==> src/rtl/d_e_pipe_reg.sv <==
// rtl/d_e_pipe_reg.sv - D/E pipeline register with bubble, flush, hold and Tnew aging (optional DE_BD_FLAG_EN)
module d_e_pipe_reg #(
    parameter int DW = 32,
    parameter int TW = 2
) (
    input  logic          clk,
    input  logic          reset,
    input  logic          stall,
    input  logic          flush,
    input  logic          hold,
    input  logic [DW-1:0] D_PC,
    input  logic [DW-1:0] D_Instr,
    input  logic [DW-1:0] D_RD1,
    input  logic [DW-1:0] D_RD2,
    input  logic [DW-1:0] D_Imme32,
    input  logic [4:0]    D_A3,
    input  logic [TW-1:0] D_Tnew,
`ifdef DE_BD_FLAG_EN
    input  logic          D_BD,
    output logic          E_BD,
`endif
    output logic [DW-1:0] E_PC,
    output logic [DW-1:0] E_Instr,
    output logic [DW-1:0] E_RD1,
    output logic [DW-1:0] E_RD2,
    output logic [DW-1:0] E_Imme32,
    output logic [4:0]    E_A3,
    output logic [TW-1:0] E_Tnew,
    output logic          E_valid
);

    logic [DW-1:0] pc_q, pc_d;
    logic [DW-1:0] instr_q, instr_d;
    logic [DW-1:0] rd1_q, rd1_d;
    logic [DW-1:0] rd2_q, rd2_d;
    logic [DW-1:0] imm_q, imm_d;
    logic [4:0]    a3_q, a3_d;
    logic [TW-1:0] tnew_q, tnew_d;
    logic          valid_q, valid_d;
`ifdef DE_BD_FLAG_EN
    logic          bd_q, bd_d;
`endif

    // Tnew counts down one per stage advanced (or per held cycle) and never wraps.
    function automatic logic [TW-1:0] tnew_dec(input logic [TW-1:0] t);
        if (t == '0) begin
            tnew_dec = '0;
        end else begin
            tnew_dec = t - TW'(1);
        end
    endfunction

    always_comb begin
        pc_d    = D_PC;
        instr_d = D_Instr;
        rd1_d   = D_RD1;
        rd2_d   = D_RD2;
        imm_d   = D_Imme32;
        a3_d    = D_A3;
        tnew_d  = tnew_dec(D_Tnew);
        valid_d = 1'b1;
`ifdef DE_BD_FLAG_EN
        bd_d    = D_BD;
`endif
        if (flush || (!hold && stall)) begin
            pc_d    = '0;
            instr_d = '0;
            rd1_d   = '0;
            rd2_d   = '0;
            imm_d   = '0;
            a3_d    = '0;
            tnew_d  = '0;
            valid_d = 1'b0;
`ifdef DE_BD_FLAG_EN
            bd_d    = 1'b0;
`endif
        end else if (hold) begin
            // Frozen for the MDU; only Tnew keeps maturing so hazards resolve.
            pc_d    = pc_q;
            instr_d = instr_q;
            rd1_d   = rd1_q;
            rd2_d   = rd2_q;
            imm_d   = imm_q;
            a3_d    = a3_q;
            tnew_d  = tnew_dec(tnew_q);
            valid_d = valid_q;
`ifdef DE_BD_FLAG_EN
            bd_d    = bd_q;
`endif
        end
    end

    always_ff @(posedge clk or negedge reset) begin
        if (!reset) begin
            pc_q    <= '0;
            instr_q <= '0;
            rd1_q   <= '0;
            rd2_q   <= '0;
            imm_q   <= '0;
            a3_q    <= '0;
            tnew_q  <= '0;
            valid_q <= 1'b0;
`ifdef DE_BD_FLAG_EN
            bd_q    <= 1'b0;
`endif
        end else begin
            pc_q    <= pc_d;
            instr_q <= instr_d;
            rd1_q   <= rd1_d;
            rd2_q   <= rd2_d;
            imm_q   <= imm_d;
            a3_q    <= a3_d;
            tnew_q  <= tnew_d;
            valid_q <= valid_d;
`ifdef DE_BD_FLAG_EN
            bd_q    <= bd_d;
`endif
        end
    end

    assign E_PC     = pc_q;
    assign E_Instr  = instr_q;
    assign E_RD1    = rd1_q;
    assign E_RD2    = rd2_q;
    assign E_Imme32 = imm_q;
    assign E_A3     = a3_q;
    assign E_Tnew   = tnew_q;
    assign E_valid  = valid_q;
`ifdef DE_BD_FLAG_EN
    assign E_BD     = bd_q;
`endif

endmodule

==> config.mk <==
export PLATFORM = sky130hd
export DESIGN_NAME = d_e_pipe_reg
export DESIGN_NICKNAME = d
export VERILOG_FILES = /design/src/rtl/d_e_pipe_reg.sv
export SDC_FILE = /design/constraint.sdc
export NUM_CORES = 1
export LEC_CHECK = 0
export ABC_AREA = 1
export CAP_MARGIN = 15
export CELL_PAD_IN_SITES_DETAIL_PLACEMENT = 1
export CELL_PAD_IN_SITES_GLOBAL_PLACEMENT = 2
export CORE_MARGIN = 1.5
export CORE_UTILIZATION = 34
export CTS_CLUSTER_DIAMETER = 120
export DETAILED_ROUTE_END_ITERATION = 10
export DONT_BUFFER_PORTS = 1
export PLACE_DENSITY = 0.86
export SLEW_MARGIN = 5
export SYNTH_ARGS = -nofsm -noshare
export SYNTH_HDL_FRONTEND = slang
export SYNTH_SLANG_ARGS = --single-unit
==> constraint.sdc <==
create_clock -name clk -period 0.9 [get_ports clk]
set_input_delay 0.09 -clock clk [delete_from_list [all_inputs] [get_ports clk]]
set_output_delay 0.09 -clock clk [all_outputs]
set_load 0.01 [all_outputs]
==> results.cfg <==
[status]
status = finished with violations
violations = negative hold slack, negative setup slack

[finish]
mostFrequentLayoutCell = nand2_1
nNetsFinal = 1090
final_cell_mix = nand2_1 (334), dlygate4sd3_1 (170), nand3_1 (166), dfrtp_1 (164), clkbuf_16 (21)
drive_above_1_share_pct = 9.45
final_area_um2 = 9600
syn_to_final_growth_pct = 44.3
fillers = 2122

[floorplan]
start_util_pct = 35.1
rows = 50
die_h_um = 143
ios = 340
core_area_um2 = 19000
die_area_um2 = 20400
die_x_um = 143

[critical_path]
crit_path_start_kind = flip-flop
critPathTopFamily = flip-flops
cp.required_ns = 0.81
path_buf_inv = 1
r2r_end = E_Tnew[0]
reg2reg_depth = 4
worst-path-max-fanout = 2
worstPathCellList = buf_6
crit_path_max_incr_delay_ns = 0.41
ff2ff_setup_slack_ns = 0.03
crit_start = E_Tnew[1]
cp.depth = 1
critPathSlowestCell = dfrtp_1
critPathArrivalTime_ns = 0.97
end_kind = output port
reg2reg_from = E_Tnew[0]
critPathKind = flip-flop to output port

[clock_network]
root_buffer = clkbuf_16
clock_latency_ns = 0.42
path_clk_slew_ns = 0.07
clk_path_buf_depth = 2
cts_inserted_buffers = 17
h-tree-depth = 4
cts_tree = done
cts_hold_buf = 172
clkSinkCount = 168

[grt]
globalRouteOverflowTotal = 0
grtUsageTotal_pct = 23.3
antenna_found_initial = 3
grt_pass1_vias = 6788
grt_pass1_wl_um = 36600
grt_max_degree = 169

[synth]
ys_types = 13
synth_warnings = 0
yosys_register_bits = 168
syn_area_per_cell_um2 = 9.04
syn-num-nets = 908
syn_inst = 736
ys_seq_area_share_pct = 63.2
synth_area_um2 = 6650

[power]
peakVddDrop_mv = 1.17
fin_total_pwr_mw = 17.1
p_per_area_nw_per_um2 = 1780
total_leakage_power_nw = 4.98

[detailed_routing]
wl_um = 25200
drtAntennaViolNets = 0
wl_per_cell_um = 21.1
firstDrtPassIters = 4
drt_iter0_drc = 284
avgViaCountPerCell = 5.14
vias = 6132
drc_errors = 0

[sta]
fin_worst_skew_ns = 0.00245
max_freq_ghz = 0.943
worst_pin_slew_ns = 0.392
tns_ns = -7.66
rsz0062_at_grt = yes
fin_crit_sh_pct = 118
fin_ws_ns = -0.160
min_period_ns = 1.06
slew_headroom_pct = 73.9
whs_ns = -0.643
setup_violations = 168
hold_viol_final = 168
slew_violations = 0

[placement]
place_ws_ns = -0.0535
hpwlAfterDp_um = 13900
io_buffer_count = 0
gp_congestion = 0.782
placed_area_um2 = 7060

[run]
drv_cap = 0

[min_path]
min_path_type = input port to asynchronous set/reset pin
==> cell usage after synthesis <==
| master | number | share of area (%) |
|---|---|---|
| inv_1 | 2 | 0.11 |
| nor3_1 | 1 | 0.075 |
| buf_2 | 32 | 2.4 |
| nor2_1 | 4 | 0.23 |
| a21oi_1 | 1 | 0.075 |
| clkbuf_1 | 2 | 0.11 |
| dfrtp_1 | 168 | 63 |
| nand2_1 | 338 | 19 |
| buf_1 | 3 | 0.17 |
| nand3_1 | 166 | 12 |
| inv_2 | 1 | 0.056 |
| buf_4 | 17 | 1.9 |
| nor2_2 | 1 | 0.094 |
==> worst reg2reg max path, cell delays in order (launching register included) <==
cell,delay (ns)
dfrtp_1,0.41
buf_6,0.13
inv_1,0.05
nand3_1,0.06
a21oi_1,0.15
==> registers in the layout, indices dropped and copies added (netlist names) <==
name      cells
E_Imme32     32
E_Instr      32
E_valid       1
E_A3          5
E_PC         32
E_Tnew        2
E_RD2        32
E_RD1        32
==> how the worst max path moves through the flow <==
stage,endpoint,slack (ns)
detailed placement,E_RD1[7],-0.05
floorplan,E_Instr[27],0.12
global route,E_A3[2],-0.19
global placement,E_RD2[30],0.01
CTS,E_A3[2],-0.18
finish,E_Tnew[1],-0.16
==> per-stage QoR <==
stage	utilization, %	instances
after floorplan	-	736
after global placement	37.2	973
after detailed placement	37.2	973
after CTS	49.6	1182
after global routing	50.7	1194
final	50.7	1194
==> layer usage <==
layer / vias up / part of all wire [%] / GRT usage [%] / routed length [um]
li1: 2712 / - / - / -
met1: 3068 / 35 / 24.4 / 8870
met2: 281 / 54 / 42.4 / 13500
met3: 71 / 7.2 / 7.08 / 1800
met4: 0 / 3.8 / 11.7 / 963
met5: - / 0 / 0 / 0
==> power by group <==
part | total (mW) | switching, mW | internal, mW | leakage, nW
sequential | 8.22 | 0.385 | 7.83 | 2.28
combinational | 1.68 | 0.793 | 0.885 | 2.43
clock | 7.17 | 3.25 | 3.92 | 0.260
total | 17.1 | 4.43 | 12.6 | 4.98
==> area by class of cell <==
class | count | area [um^2] | share of cell area, %
Clock inverter | 12 | 116 | 1.21
Tap cell | 260 | 325 | 3.39
Sequential cell | 168 | 4210 | 43.8
Antenna cell | 3 | 7.51 | 0.0782
Timing Repair Buffer | 217 | 2330 | 24.2
Multi-Input combinational cell | 511 | 2160 | 22.4
Inverter | 3 | 13.8 | 0.143
Clock buffer | 20 | 447 | 4.65
==> repair_timing <==
action / 4_1_cts / 5_1_grt
setup endpoints to repair: 168 / 331
pin swaps: 0 / 4
cloned: 0 / 5
gates resized for setup: 8 / 13
buffers inserted: 5 / 5
endpoints found under the hold margin: 336 / 168
==> kinds of logic (layout without fill, tap and decap cells) <==
kind of cell	count (synthesis)	count (layout)	share of synthesized area [%]
and+or+nand+nor	510	510	32.0
DFF	168	168	63.2
buffers and inverters	57	252	4.78
AOI/OAI and AO/OA	1	1	0.0752
other	0	3	0
(Power assumes the default switching activity.)
